`config.mk`:
```
export PLATFORM = sky130hd
export DESIGN_NAME = cp0_unit
export DESIGN_NICKNAME = d
export VERILOG_FILES = /design/src/rtl/cp0_pkg.sv /design/src/rtl/cp0_timer.sv /design/src/rtl/cp0_unit.sv
export SDC_FILE = /design/constraint.sdc
export NUM_CORES = 1
export LEC_CHECK = 0
export ABC_AREA = 1
export CAP_MARGIN = 30
export CORE_UTILIZATION = 47
export DETAILED_ROUTE_END_ITERATION = 10
export GPL_TIMING_DRIVEN = 0
export MAX_ROUTING_LAYER = met4
export PLACE_DENSITY = 0.88
export SKIP_LAST_GASP = 1
export SLEW_MARGIN = 20
export SYNTH_ARGS = -nofsm -noshare
export SYNTH_HDL_FRONTEND = slang
export SYNTH_HIERARCHICAL = 1
export SYNTH_SLANG_ARGS = --single-unit
```
`constraint.sdc`:
```
create_clock -name clk -period 3.4 [get_ports clk]
set_clock_uncertainty 0.2 [all_clocks]
set_input_delay 0.34 -clock clk [delete_from_list [all_inputs] [get_ports clk]]
set_output_delay 0.34 -clock clk [all_outputs]
set_load 0.02 [all_outputs]
```
`src/rtl/cp0_pkg.sv`:
```
// Shared constants and field packers for the CP0 register file.
// Register numbers, ExcCodes, Status/Cause bit positions and reset values
// live here so the top, the timer and any checker agree on one definition.
package cp0_pkg;

    // CP0 register numbers (rd field of MFC0/MTC0)
    localparam logic [4:0] CP0_REG_BADVADDR = 5'd8;
    localparam logic [4:0] CP0_REG_COUNT    = 5'd9;
    localparam logic [4:0] CP0_REG_COMPARE  = 5'd11;
    localparam logic [4:0] CP0_REG_STATUS   = 5'd12;
    localparam logic [4:0] CP0_REG_CAUSE    = 5'd13;
    localparam logic [4:0] CP0_REG_EPC      = 5'd14;
    localparam logic [4:0] CP0_REG_PRID     = 5'd15;
    localparam logic [4:0] CP0_REG_CONFIG   = 5'd16;

    // Exception codes
    localparam logic [4:0] EXC_INT  = 5'd0;
    localparam logic [4:0] EXC_ADEL = 5'd4;
    localparam logic [4:0] EXC_ADES = 5'd5;
    localparam logic [4:0] EXC_SYS  = 5'd8;
    localparam logic [4:0] EXC_BP   = 5'd9;
    localparam logic [4:0] EXC_RI   = 5'd10;
    localparam logic [4:0] EXC_OV   = 5'd12;

    // Status bit positions
    localparam int unsigned STATUS_IE_BIT  = 0;
    localparam int unsigned STATUS_EXL_BIT = 1;
    localparam int unsigned STATUS_IM_LSB  = 8;
    localparam int unsigned STATUS_BEV_BIT = 22;

    // Cause bit positions
    localparam int unsigned CAUSE_EXC_LSB = 2;
    localparam int unsigned CAUSE_IP_LSB  = 8;
    localparam int unsigned CAUSE_TI_BIT  = 30;
    localparam int unsigned CAUSE_BD_BIT  = 31;

    // Reset / constant register values
    localparam logic [31:0] STATUS_RESET = 32'h0040_0000;
    localparam logic [31:0] CAUSE_RESET  = 32'h0000_0000;
    localparam logic [31:0] CONFIG_VAL   = 32'h0000_8000;

    // Assemble the architectural Status word; BEV is hard-wired to 1.
    function automatic logic [31:0] status_pack(input logic [7:0] im,
                                                input logic       exl,
                                                input logic       ie);
        logic [31:0] s;
        s = '0;
        s[STATUS_BEV_BIT]      = 1'b1;
        s[STATUS_IM_LSB +: 8]  = im;
        s[STATUS_EXL_BIT]      = exl;
        s[STATUS_IE_BIT]       = ie;
        return s;
    endfunction

    // Assemble the architectural Cause word from its live fields.
    function automatic logic [31:0] cause_pack(input logic       bd,
                                               input logic       ti,
                                               input logic [7:0] ip,
                                               input logic [4:0] exccode);
        logic [31:0] c;
        c = '0;
        c[CAUSE_BD_BIT]       = bd;
        c[CAUSE_TI_BIT]       = ti;
        c[CAUSE_IP_LSB +: 8]  = ip;
        c[CAUSE_EXC_LSB +: 5] = exccode;
        return c;
    endfunction

endpackage

```
`src/rtl/cp0_timer.sv`:
```
// CP0 timer: prescaler, Count, Compare and the TI latch.
// Built only when CP0_TIMER_EN is defined; otherwise Count/Compare read 0
// and TI is tied low. MTC0 Count overrides the tick and clears the
// prescaler phase; MTC0 Compare clears TI and overrides a same-cycle match.
module cp0_timer
    import cp0_pkg::*;
#(
    parameter int unsigned COUNT_DIV = 2
) (
    input  logic        clk,
    input  logic        rst,
    input  logic        mtc0_we_i,
    input  logic [4:0]  mtc0_addr_i,
    input  logic [31:0] mtc0_data_i,
    output logic [31:0] count_o,
    output logic [31:0] compare_o,
    output logic        ti_o
);

`ifdef CP0_TIMER_EN
    logic        phase_q, phase_d;
    logic [31:0] count_q, count_d;
    logic [31:0] compare_q, compare_d;
    logic        ti_q, ti_d;
    logic        adv_q, adv_d;    // Count was advanced by a tick on the last edge
    logic        tick;
    logic        wr_count;
    logic        wr_compare;

    // Next-state for prescaler, Count, Compare and TI
    always_comb begin
        wr_count   = mtc0_we_i && (mtc0_addr_i == CP0_REG_COUNT);
        wr_compare = mtc0_we_i && (mtc0_addr_i == CP0_REG_COMPARE);
        tick       = (COUNT_DIV == 1) ? 1'b1 : phase_q;
        phase_d    = (COUNT_DIV == 1) ? 1'b0 : ~phase_q;
        count_d    = count_q;
        adv_d      = 1'b0;
        if (wr_count) begin
            count_d = mtc0_data_i;
            phase_d = 1'b0;
        end else if (tick) begin
            count_d = count_q + 32'd1;
            adv_d   = 1'b1;
        end
        compare_d = wr_compare ? mtc0_data_i : compare_q;
        ti_d      = ti_q;
        if (wr_compare) begin
            ti_d = 1'b0;
        end else if (adv_q && (count_q == compare_q)) begin
            ti_d = 1'b1;
        end
    end

    // Timer state registers
    always_ff @(posedge clk) begin
        if (rst) begin
            phase_q   <= 1'b0;
            count_q   <= '0;
            compare_q <= '0;
            ti_q      <= 1'b0;
            adv_q     <= 1'b0;
        end else begin
            phase_q   <= phase_d;
            count_q   <= count_d;
            compare_q <= compare_d;
            ti_q      <= ti_d;
            adv_q     <= adv_d;
        end
    end

    assign count_o   = count_q;
    assign compare_o = compare_q;
    assign ti_o      = ti_q;
`else
    logic unused_timer_inputs;
    assign unused_timer_inputs = ^{clk, rst, mtc0_we_i, mtc0_addr_i, mtc0_data_i};
    assign count_o   = '0;
    assign compare_o = '0;
    assign ti_o      = 1'b0;
`endif

endmodule

```
`src/rtl/cp0_unit.sv`:
```
// MIPS coprocessor 0 for the 5-stage core.
// Holds BadVAddr, Count, Compare, Status, Cause, EPC, PRId, Config; serves
// MFC0/MTC0, commits one exception or ERET per cycle and drives the flush
// and redirect PC. Optional timer is enabled by defining CP0_TIMER_EN.
// Same-cycle priority: rst > exception > ERET > MTC0, applied per field, so
// an MTC0 still lands on fields the exception/ERET does not touch.
module cp0_unit
    import cp0_pkg::*;
#(
    parameter int unsigned HW_INT_NUM = 6,
    parameter int unsigned COUNT_DIV  = 2,
    parameter logic [31:0] PRID_VAL   = 32'h004C_0102,
    parameter logic [31:0] EXC_VECTOR = 32'hBFC0_0380
) (
    input  logic                  clk,
    input  logic                  rst,
    input  logic                  mtc0_we_i,
    input  logic [4:0]            mtc0_addr_i,
    input  logic [31:0]           mtc0_data_i,
    input  logic [4:0]            mfc0_addr_i,
    output logic [31:0]           mfc0_data_o,
    input  logic [HW_INT_NUM-1:0] hw_int_i,
    input  logic                  exc_valid_i,
    input  logic [4:0]            exc_code_i,
    input  logic [31:0]           exc_pc_i,
    input  logic                  exc_bd_i,
    input  logic [31:0]           exc_badvaddr_i,
    input  logic                  eret_i,
    output logic                  flush_o,
    output logic [31:0]           flush_pc_o,
    output logic                  int_pending_o,
    output logic [31:0]           status_o,
    output logic [31:0]           cause_o,
    output logic [31:0]           epc_o
);

    logic [7:0]            im_q, im_d;
    logic                  exl_q, exl_d;
    logic                  ie_q, ie_d;
    logic                  bd_q, bd_d;
    logic [4:0]            exccode_q, exccode_d;
    logic [1:0]            ip_sw_q, ip_sw_d;
    logic [HW_INT_NUM-1:0] ip_hw_q;
    logic [31:0]           epc_q, epc_d;
    logic [31:0]           badvaddr_q, badvaddr_d;

    logic [31:0] count;
    logic [31:0] compare;
    logic        ti;
    logic [5:0]  ip_hw_ext;
    logic [7:0]  ip_all;
    logic [31:0] status_val;
    logic [31:0] cause_val;
    logic        wr_status;
    logic        wr_cause;
    logic        wr_epc;

    cp0_timer #(
        .COUNT_DIV(COUNT_DIV)
    ) u_timer (
        .clk        (clk),
        .rst        (rst),
        .mtc0_we_i  (mtc0_we_i),
        .mtc0_addr_i(mtc0_addr_i),
        .mtc0_data_i(mtc0_data_i),
        .count_o    (count),
        .compare_o  (compare),
        .ti_o       (ti)
    );

    // Assemble architectural Status/Cause; timer shares IP7 with hw_int_i[5]
    always_comb begin
        ip_hw_ext    = 6'(ip_hw_q);
        ip_hw_ext[5] = ip_hw_ext[5] | ti;
        ip_all       = {ip_hw_ext, ip_sw_q};
        status_val   = status_pack(im_q, exl_q, ie_q);
        cause_val    = cause_pack(bd_q, ti, ip_all, exccode_q);
    end

    // Next-state: MTC0 first, then ERET, then exception overrides
    always_comb begin
        wr_status  = mtc0_we_i && (mtc0_addr_i == CP0_REG_STATUS);
        wr_cause   = mtc0_we_i && (mtc0_addr_i == CP0_REG_CAUSE);
        wr_epc     = mtc0_we_i && (mtc0_addr_i == CP0_REG_EPC);
        im_d       = im_q;
        exl_d      = exl_q;
        ie_d       = ie_q;
        bd_d       = bd_q;
        exccode_d  = exccode_q;
        ip_sw_d    = ip_sw_q;
        epc_d      = epc_q;
        badvaddr_d = badvaddr_q;
        if (wr_status) begin
            im_d  = mtc0_data_i[STATUS_IM_LSB +: 8];
            exl_d = mtc0_data_i[STATUS_EXL_BIT];
            ie_d  = mtc0_data_i[STATUS_IE_BIT];
        end
        if (wr_cause) begin
            ip_sw_d = mtc0_data_i[CAUSE_IP_LSB +: 2];
        end
        if (wr_epc) begin
            epc_d = mtc0_data_i;
        end
        if (eret_i && !exc_valid_i) begin
            exl_d = 1'b0;
        end
        if (exc_valid_i) begin
            exccode_d = exc_code_i;
            exl_d     = 1'b1;
            // A nested exception keeps the original return point
            if (!exl_q) begin
                epc_d = exc_bd_i ? (exc_pc_i - 32'd4) : exc_pc_i;
                bd_d  = exc_bd_i;
            end
            if ((exc_code_i == EXC_ADEL) || (exc_code_i == EXC_ADES)) begin
                badvaddr_d = exc_badvaddr_i;
            end
        end
    end

    // CP0 register file, synchronous active-high reset
    always_ff @(posedge clk) begin
        if (rst) begin
            im_q       <= STATUS_RESET[STATUS_IM_LSB +: 8];
            exl_q      <= STATUS_RESET[STATUS_EXL_BIT];
            ie_q       <= STATUS_RESET[STATUS_IE_BIT];
            bd_q       <= CAUSE_RESET[CAUSE_BD_BIT];
            exccode_q  <= CAUSE_RESET[CAUSE_EXC_LSB +: 5];
            ip_sw_q    <= CAUSE_RESET[CAUSE_IP_LSB +: 2];
            ip_hw_q    <= '0;
            epc_q      <= '0;
            badvaddr_q <= '0;
        end else begin
            im_q       <= im_d;
            exl_q      <= exl_d;
            ie_q       <= ie_d;
            bd_q       <= bd_d;
            exccode_q  <= exccode_d;
            ip_sw_q    <= ip_sw_d;
            ip_hw_q    <= hw_int_i;
            epc_q      <= epc_d;
            badvaddr_q <= badvaddr_d;
        end
    end

    // MFC0 read mux; returns 0 while in reset
    always_comb begin
        mfc0_data_o = '0;
        if (!rst) begin
            case (mfc0_addr_i)
                CP0_REG_BADVADDR: mfc0_data_o = badvaddr_q;
                CP0_REG_COUNT:    mfc0_data_o = count;
                CP0_REG_COMPARE:  mfc0_data_o = compare;
                CP0_REG_STATUS:   mfc0_data_o = status_val;
                CP0_REG_CAUSE:    mfc0_data_o = cause_val;
                CP0_REG_EPC:      mfc0_data_o = epc_q;
                CP0_REG_PRID:     mfc0_data_o = PRID_VAL;
                CP0_REG_CONFIG:   mfc0_data_o = CONFIG_VAL;
                default:          mfc0_data_o = '0;
            endcase
        end
    end

    // Flush/redirect and interrupt request, combinational from current state
    always_comb begin
        flush_o       = exc_valid_i | eret_i;
        flush_pc_o    = exc_valid_i ? EXC_VECTOR : epc_q;
        int_pending_o = !rst && ie_q && !exl_q && (|(ip_all & im_q));
    end

    assign status_o = status_val;
    assign cause_o  = cause_val;
    assign epc_o    = epc_q;

endmodule

```
==> results of run 1 <==
per-stage QoR:
stage	std cells	util	instance area [um^2]
2_1_floorplan	1135	-	6918
3_3_place_gp	1553	0.7134	9560
3_5_place_dp	1553	0.7134	9560
4_1_cts	1569	0.7339	9834
5_1_grt	1569	0.7339	9834
6_report	1569	0.7339	9834
cells by family after synthesis:
logic type / after synthesis
AOI/OAI and AO/OA: 233
DFF: 88
and+or+nand+nor: 434
xor gates and xnor gates: 1
buffers and inverters: 274
other: 3
adders and majority gates: 1
metal layers:
layer,vias to the layer above,wire length [um],global-route usage
li1,3827,-,-
met1,3457,10360,0.4496
met2,463,11650,0.5679
met3,92,2133,0.03802
met4,0,1246,0.1938
met5,-,0,-
placed cells by master, fill, tap and decap left out, types with 14 or more instances in the layout:
master and instances:
buf_4 121, a22oi_1 14, clkbuf_1 18, a31oi_1 15, buf_2 16, dfxtp_1 88, conb_1 104, clkdlybuf4s50_1 242
nand2_1 202, nand3_1 28, a21oi_1 70, o21ai_0 99, inv_1 105, nor2_1 147
area by class of cell:
cell class,count,area share
clock buffers,10,0.02430
multi-input cells,773,0.3696
clock inverters,6,0.003562
inverters,112,0.04275
flip-flops and latches,88,0.1791
well taps,176,0.02239
repair buffers,242,0.2463
plain buffers,162,0.1120
power breakdown:
part / switching (mW) / internal (mW) / total [mW]
Clock: 0.430 / 0.510 / 0.941
Sequential: 0.0628 / 1.08 / 1.14
Combinational: 0.434 / 0.413 / 0.848
how the worst max path moves through the flow:
stage | start | end | slack [ps] | depth (start not counted)
after CTS | mfc0_addr_i[3] | mfc0_data_o[11] | 190 | 11
final | mfc0_addr_i[3] | mfc0_data_o[11] | 150 | 11
after detailed placement | mfc0_addr_i[3] | mfc0_data_o[11] | 200 | 11
after global placement | mfc0_addr_i[3] | mfc0_data_o[11] | 240 | 11
after global routing | mfc0_addr_i[3] | mfc0_data_o[11] | 100 | 11
after floorplan | mfc0_addr_i[0] | mfc0_data_o[11] | 1340 | 9
synth_stat cells (2+ instances only):
master / number / area [um^2]
nand2_1: 202 / 758.2
nor2_1: 147 / 551.8
buf_4: 121 / 908.4
inv_1: 105 / 394.1
o21ai_0: 99 / 495.5
dfxtp_1: 88 / 1762
a21oi_1: 70 / 350.3
nand3_1: 28 / 140.1
clkbuf_1: 18 / 67.56
buf_2: 16 / 80.08
a31oi_1: 15 / 93.84
a22oi_1: 14 / 105.1
a41oi_1: 10 / 87.58
nor2_4: 10 / 112.6
nor3_1: 10 / 50.05
o211ai_1: 9 / 67.56
inv_2: 7 / 26.28
nand4_1: 7 / 43.79
or2_2: 7 / 43.79
nor2_2: 6 / 37.54
o21ai_1: 5 / 25.02
nand2_2: 4 / 25.02
clkbuf_2: 3 / 15.01
conb_1: 3 / 11.26
nand3_2: 3 / 30.03
nand3b_1: 3 / 22.52
a22o_1: 2 / 17.52
buf_1: 2 / 7.510
buf_6: 2 / 22.52
o21bai_1: 2 / 15.01
o22ai_1: 2 / 12.51
worst max-delay path, cell delays in order:
cell	delay, ps
clkdlybuf4s50_1	530
inv_1	70
nor2_2	120
nand3_1	160
inv_2	110
buf_4	170
nand2_1	60
nand2_1	90
a21oi_1	50
a31oi_1	330
clkdlybuf4s50_1	680
sequential cells by signal (all words and copies together) (netlist names):
signal      flops
exl_q           1
exccode_q       5
ie_q            1
ip_sw_q         2
badvaddr_q     32
bd_q            1
im_q            8
ip_hw_q         6
epc_o          32
==> metrics, run 1 <==
status completed; Cells after Synth 1,034; Ys Warns 6; share of cells above drive strength 1 0.1443; FILL cells ~1,100; Chip Height 120.0 um; Setup WS pre-CTS between 150 and 200 ps; post-synthesis adder-cell area fraction 0.001914; R2R Setup Slk 1700 ps; peak supply drop between 0.2 and 0.3 mV; simple-gate share of the synthesized area 0.2916; antenna violations before repair 0; Distinct cells, synth 45; DRT antenna net count 0; vias between 7,000 and 8,000; TritonCTS Buffers 9; worst rel slew slack 0.4726; Hold Crit Class in2reg; flops & latches, synth 88; hold_ws 192.2 ps; Initial Utilization 0.4880; Clock Sinks approximately 90; Routed WL 25,390 um; worst flop-to-flop path startpoint exl_q; clock latency on the worst-skew pair 350 ps; largest family of logic cells by synthesized area simple AND/OR/NAND/NOR gates; H-tree depth 3; register area share after synthesis 0.2694; cells on worst reg2reg path 6; GRT Residual Overflow 0; post-synthesis xor/xnor area fraction 0.001339; I/O pins 285; Top FF cell, synth dfxtp_1; f_max 0.3074 GHz; Layout Nets 1,512; Mapped Area 6539 um^2; multiplexer share of the synthesized area 0; CTS tree yes; Multi-input gate area roughly 3600 um^2; WL/cell 16.18 um; Rows 42; Pwr Density 298.1 nW/um^2; CP Launch Type input port; Synth Area in Compound Gates 0.2013; Max Slew Vio Count 0; largest net degree at the start of global routing 15; Post-synth EDFFs 0; max-cap violations 0; vias in the first global route about 7,000; CP Max Fanout 10; total chip power slightly below 3 mW; GRT Util Overall 0.3593; # port buffers 242; hold depth 4; hold path start rst; Final setup violation count 0; final hold vios 0; asr flop ratio synth 0; Critical Path End Type output port; Critical Path RT around 2900 ps; setup_tns 0 ps; Chip Width 120.0 um; vias per cell 4.996; die area 14,390 um^2; data arrival time of the worst path 2710 ps; syn avg cell area 6.324 um^2; Post-CTS Setup Bufs 0; core footprint 13,400 um^2; routability congestion estimate just under 1; critical path type in2out; Clock Path Buffers 2; FF+latch area 1762 um^2; CTS Hold Bufs 0; Final WS setup between 100 and 150 ps; RSZ-0062 raised after global routing no; min cycle time layout approximately 3300 ps; ant diodes 0; Syn-to-layout area delta 50.40%; drt drc 0; clock slew at reported path FFs 60 ps; Final HPWL DP 20,190 um; CTS root buffer clkbuf_16; First-pass DRT Iterations 6; first-pass GRT wire length roughly 38,000 um; Final Cycle Share 0.9567; hold endpoint epc_o[15]; reg2reg end epc_o[14]; Least-Margin Pin Slew ~790 ps; drt initial violations 671; Leak 4.438 nW; Resized cells post-CTS 0
No activity file was read; power rests on OpenSTA's default activity.
==> inputs of run 2 (changes only) <==
--- a/config.mk
+++ b/config.mk
@@ -12,7 +12,6 @@
 export GPL_TIMING_DRIVEN = 0
 export MAX_ROUTING_LAYER = met4
 export PLACE_DENSITY = 0.88
-export SKIP_LAST_GASP = 1
 export SLEW_MARGIN = 20
 export SYNTH_ARGS = -nofsm -noshare
 export SYNTH_HDL_FRONTEND = slang
==> results of run 2 <==
Final layout, timing and power as in run 1 (identical DEF).
==> inputs of run 3 (changes only) <==
--- a/config.mk
+++ b/config.mk
@@ -5,13 +5,14 @@
 export SDC_FILE = /design/constraint.sdc
 export NUM_CORES = 1
 export LEC_CHECK = 0
-export ABC_AREA = 1
 export CAP_MARGIN = 30
-export CORE_UTILIZATION = 47
+export CELL_PAD_IN_SITES_DETAIL_PLACEMENT = 0
+export CELL_PAD_IN_SITES_GLOBAL_PLACEMENT = 2
+export CORE_UTILIZATION = 24
 export DETAILED_ROUTE_END_ITERATION = 10
 export GPL_TIMING_DRIVEN = 0
 export MAX_ROUTING_LAYER = met4
-export PLACE_DENSITY = 0.88
+export PLACE_DENSITY_LB_ADDON = 0.1
 export SLEW_MARGIN = 20
 export SYNTH_ARGS = -nofsm -noshare
 export SYNTH_HDL_FRONTEND = slang
==> metrics, run 3 <==
status completed; worst rel slew slack 0.4750 (+0.002414); Final HPWL DP 23,820 um (+18%); first-pass GRT wire length 42,370 um (+11%); drt initial violations 417 (-38%); core footprint 26,060 um^2 (+94%); post-synth top area cell dfxtp_1; Cells after Synth 845 (-18%); fin util 0.3846 (-0.3492); DRT antenna net count 0 (unchanged); largest net degree at the start of global routing 17 (+2); WL/cell 19.26 um (+19%); CTS Hold Bufs 0 (unchanged); FILL cells 2,815 (+150%); GRT Util Overall 0.2215 (-0.1378); Final setup violation count 0 (unchanged); max incr delay on CP 630 ps (-50 ps); Setup WS pre-CTS -829.3 ps (-1027 ps); CP most frequent cell clkdlybuf4s50_1; Post-synth EDFFs 0 (unchanged); count leader, synth buf_4; top cell type's share of synthesized area 0.2770 (+0.007580); H-tree depth 3 (unchanged); Layout Nets 1,326 (-12%); met3 WL 1467 um (-31%); Slowest-stage cell, CP clkdlybuf4s50_1; Worst Path Buf+Inv 3 (-2); Rows 59 (+40%); CTS root buffer clkbuf_16; sw frac 0.3111 (-0.005274); CP Launch Type input port; Seq pwr share 0.370 (-0.020); routed wl met2 14,040 um (+21%); flops & latches, synth 88 (unchanged); Leak 3.891 nW (-12%); syn avg cell area 7.526 um^2 (+19%); Chip Width 164.8 um (+37%); Hold Crit Class in2reg; Initial Utilization 0.2441 (-0.2439); vias per cell 4.583 (-8.3%); Max Slew Vio Count 0 (unchanged); routability congestion estimate 0.8833 (-8.2%); clock latency on the worst-skew pair 360 ps (about the same); share of cells above drive strength 1 0.1566 (+0.01229); Final WS setup 107.2 ps (-40.09 ps); total chip power 3.110 mW (+6.1%); Critical Path RT 2860 ps (about the same); f_max 0.3037 GHz (-1.2%); Critical Path End Type output port; Routed WL 29,750 um (+17%); NetSw 0.9672 mW (+4.3%); critical path type in2out; GRT Residual Overflow 0 (unchanged); crit-path cells clkdlybuf4s50_1 > nor2b_1 > a21oi_1 > a211o_1 > clkbuf_1 > a21oi_2 > clkdlybuf4s50_1; Clock Sinks 88 (unchanged); CP Max Fanout 10 (unchanged); TritonCTS Buffers 9 (unchanged); Clock Path Buffers 2 (unchanged); most common cell after layout, fill and taps aside clkdlybuf4s50_1; CTS tree yes; Pwr Density 310.2 nW/um^2 (+4.1%); data arrival time of the worst path 2750 ps (+40 ps); Distinct cells, synth 55 (+22%); min cycle time layout 3293 ps (+40.09 ps); First-pass DRT Iterations 5 (-1); drt drc 0 (unchanged); antenna violations before repair 1 (+1); vias 7,081 (-9.7%); Top FF cell, synth dfxtp_1; leading cell types by count after synthesis 113 x buf_4, 110 x nand2_1, 88 x dfxtp_1, 68 x a21oi_1; combinational cell fraction of total power 0.265 (-0.024); internal power 2.142 mW (+6.9%); commonest non-fill, non-tap cells in the layout 223 x clkdlybuf4s50_1, 118 x buf_4, 110 x nand2_1; asr flop ratio synth 0 (unchanged); Final Cycle Share 0.9685 (+0.01179); final hold vios 0 (unchanged); Top delay family on crit path buffers and inverters; hold_ws 81.62 ps (-110.6 ps); register area share after synthesis 0.2770 (+0.007580); vias in the first global route 6,760 (-4.7%); Ys Warns 6 (unchanged); Chip Height 164.8 um (+37%); I/O pins 285 (unchanged); # port buffers 238 (-1.7%); peak supply drop 0.2921 mV (+12%); clock share of power 0.365 (+0.044); most area-consuming cells after synthesis dfxtp_1 28%, buf_4 13%, a22oi_1 7.1%; Top Metal Used met4; Syn-to-layout area delta 57.60%; Least-Margin Pin Slew 787.4 ps (-3.621 ps); clock slew at reported path FFs 70 ps (about the same); RSZ-0062 raised after global routing no; Mapped Area 6360 um^2 (-2.7%); metal1 wirelength 13,550 um (+31%); die area 27,150 um^2 (+89%); max-cap violations 0 (unchanged)
[run 3: cell types whose count changed after synthesis, sizes merged, moves of 14 or more]
cell	previous run	this run
nor2	163	27
inv	112	6
nand2	207	110
o21ai	104	17
a22oi	14	60
clkbuf	21	60
nor2b	0	30
a211oi	2	22
buf	141	121
a311oi	0	19
and3	0	14
[run 3: area by class of cell]
class | instances | area, um^2 | area share
clock inverters | 7 | 103.9 | 0.01036
diodes | 3 | 7.507 | 0.0007490
clock buffers | 9 | 225.2 | 0.02247
plain buffers | 180 | 1136 | 0.1133
well taps | 335 | 419.2 | 0.04182
multi-input cells | 671 | 3890 | 0.3881
repair buffers | 246 | 2457 | 0.2452
flip-flops and latches | 88 | 1762 | 0.1758
inverters | 6 | 22.52 | 0.002247
[run 3: repair_timing]
item                       CTS  global route
setup endpoints to repair   38            22
resized for setup           22            15
pin swaps                    2             0
buffers inserted             5             0
[run 3: path summary, 6_finish.rpt]
kind	startpoint	endpoint	slack (ps)	cells past startpoint
worst max-delay path	mfc0_addr_i[3]	mfc0_data_o[30]	110	7
worst min-delay path	exc_pc_i[12]	epc_o[12]	80	3
worst max register to register	exl_q	bd_q	1230	5
worst min register to register	badvaddr_q[29]	badvaddr_q[29]	260	2
[run 3: worst register-to-register path, cell delays in order (launching register included)]
cell      delay (ps)
dfxtp_1          430
nor2b_1          160
clkbuf_1         320
clkbuf_1         650
nand2_1          190
a21oi_1          150
[run 3: power by group through the flow]
stage          Clock (mW)  Combinational [mW]  Sequential, mW
3_3_place_gp            0               0.811            1.18
4_1_cts              1.16               0.820            1.15
2_1_floorplan           0               0.393            1.17
5_1_grt              1.20               0.882            1.16
3_5_place_dp            0               0.811            1.18
6_report             1.14               0.823            1.15
[run 3: cells by family after synthesis]
group	synth area share
AND/OR/NAND/NOR	0.2587
other	0.001770
flip-flops	0.2770
adder cells (fa/ha/maj)	0.001967
multiplexers	0.01102
buffers and inverters	0.1800
AO/OA/AOI/OAI	0.2571
XOR/XNOR	0.01239
[run 3: routing by layer]
layer  track usage  vias to the layer above
met5             -                        -
met4       0.07131                        0
met3       0.02788                       39
met2        0.3549                      233
met1        0.2879                     3229
li1              -                     3580
[run 3: per-stage QoR]
stage	area [um^2]	setup TNS, ps	instances
2_1_floorplan	6739	0	946
3_3_place_gp	9540	-19370	1519
3_5_place_dp	9562	-18390	1522
4_1_cts	9985	0	1543
5_1_grt	10020	0	1543
6_report	10020	0	1545
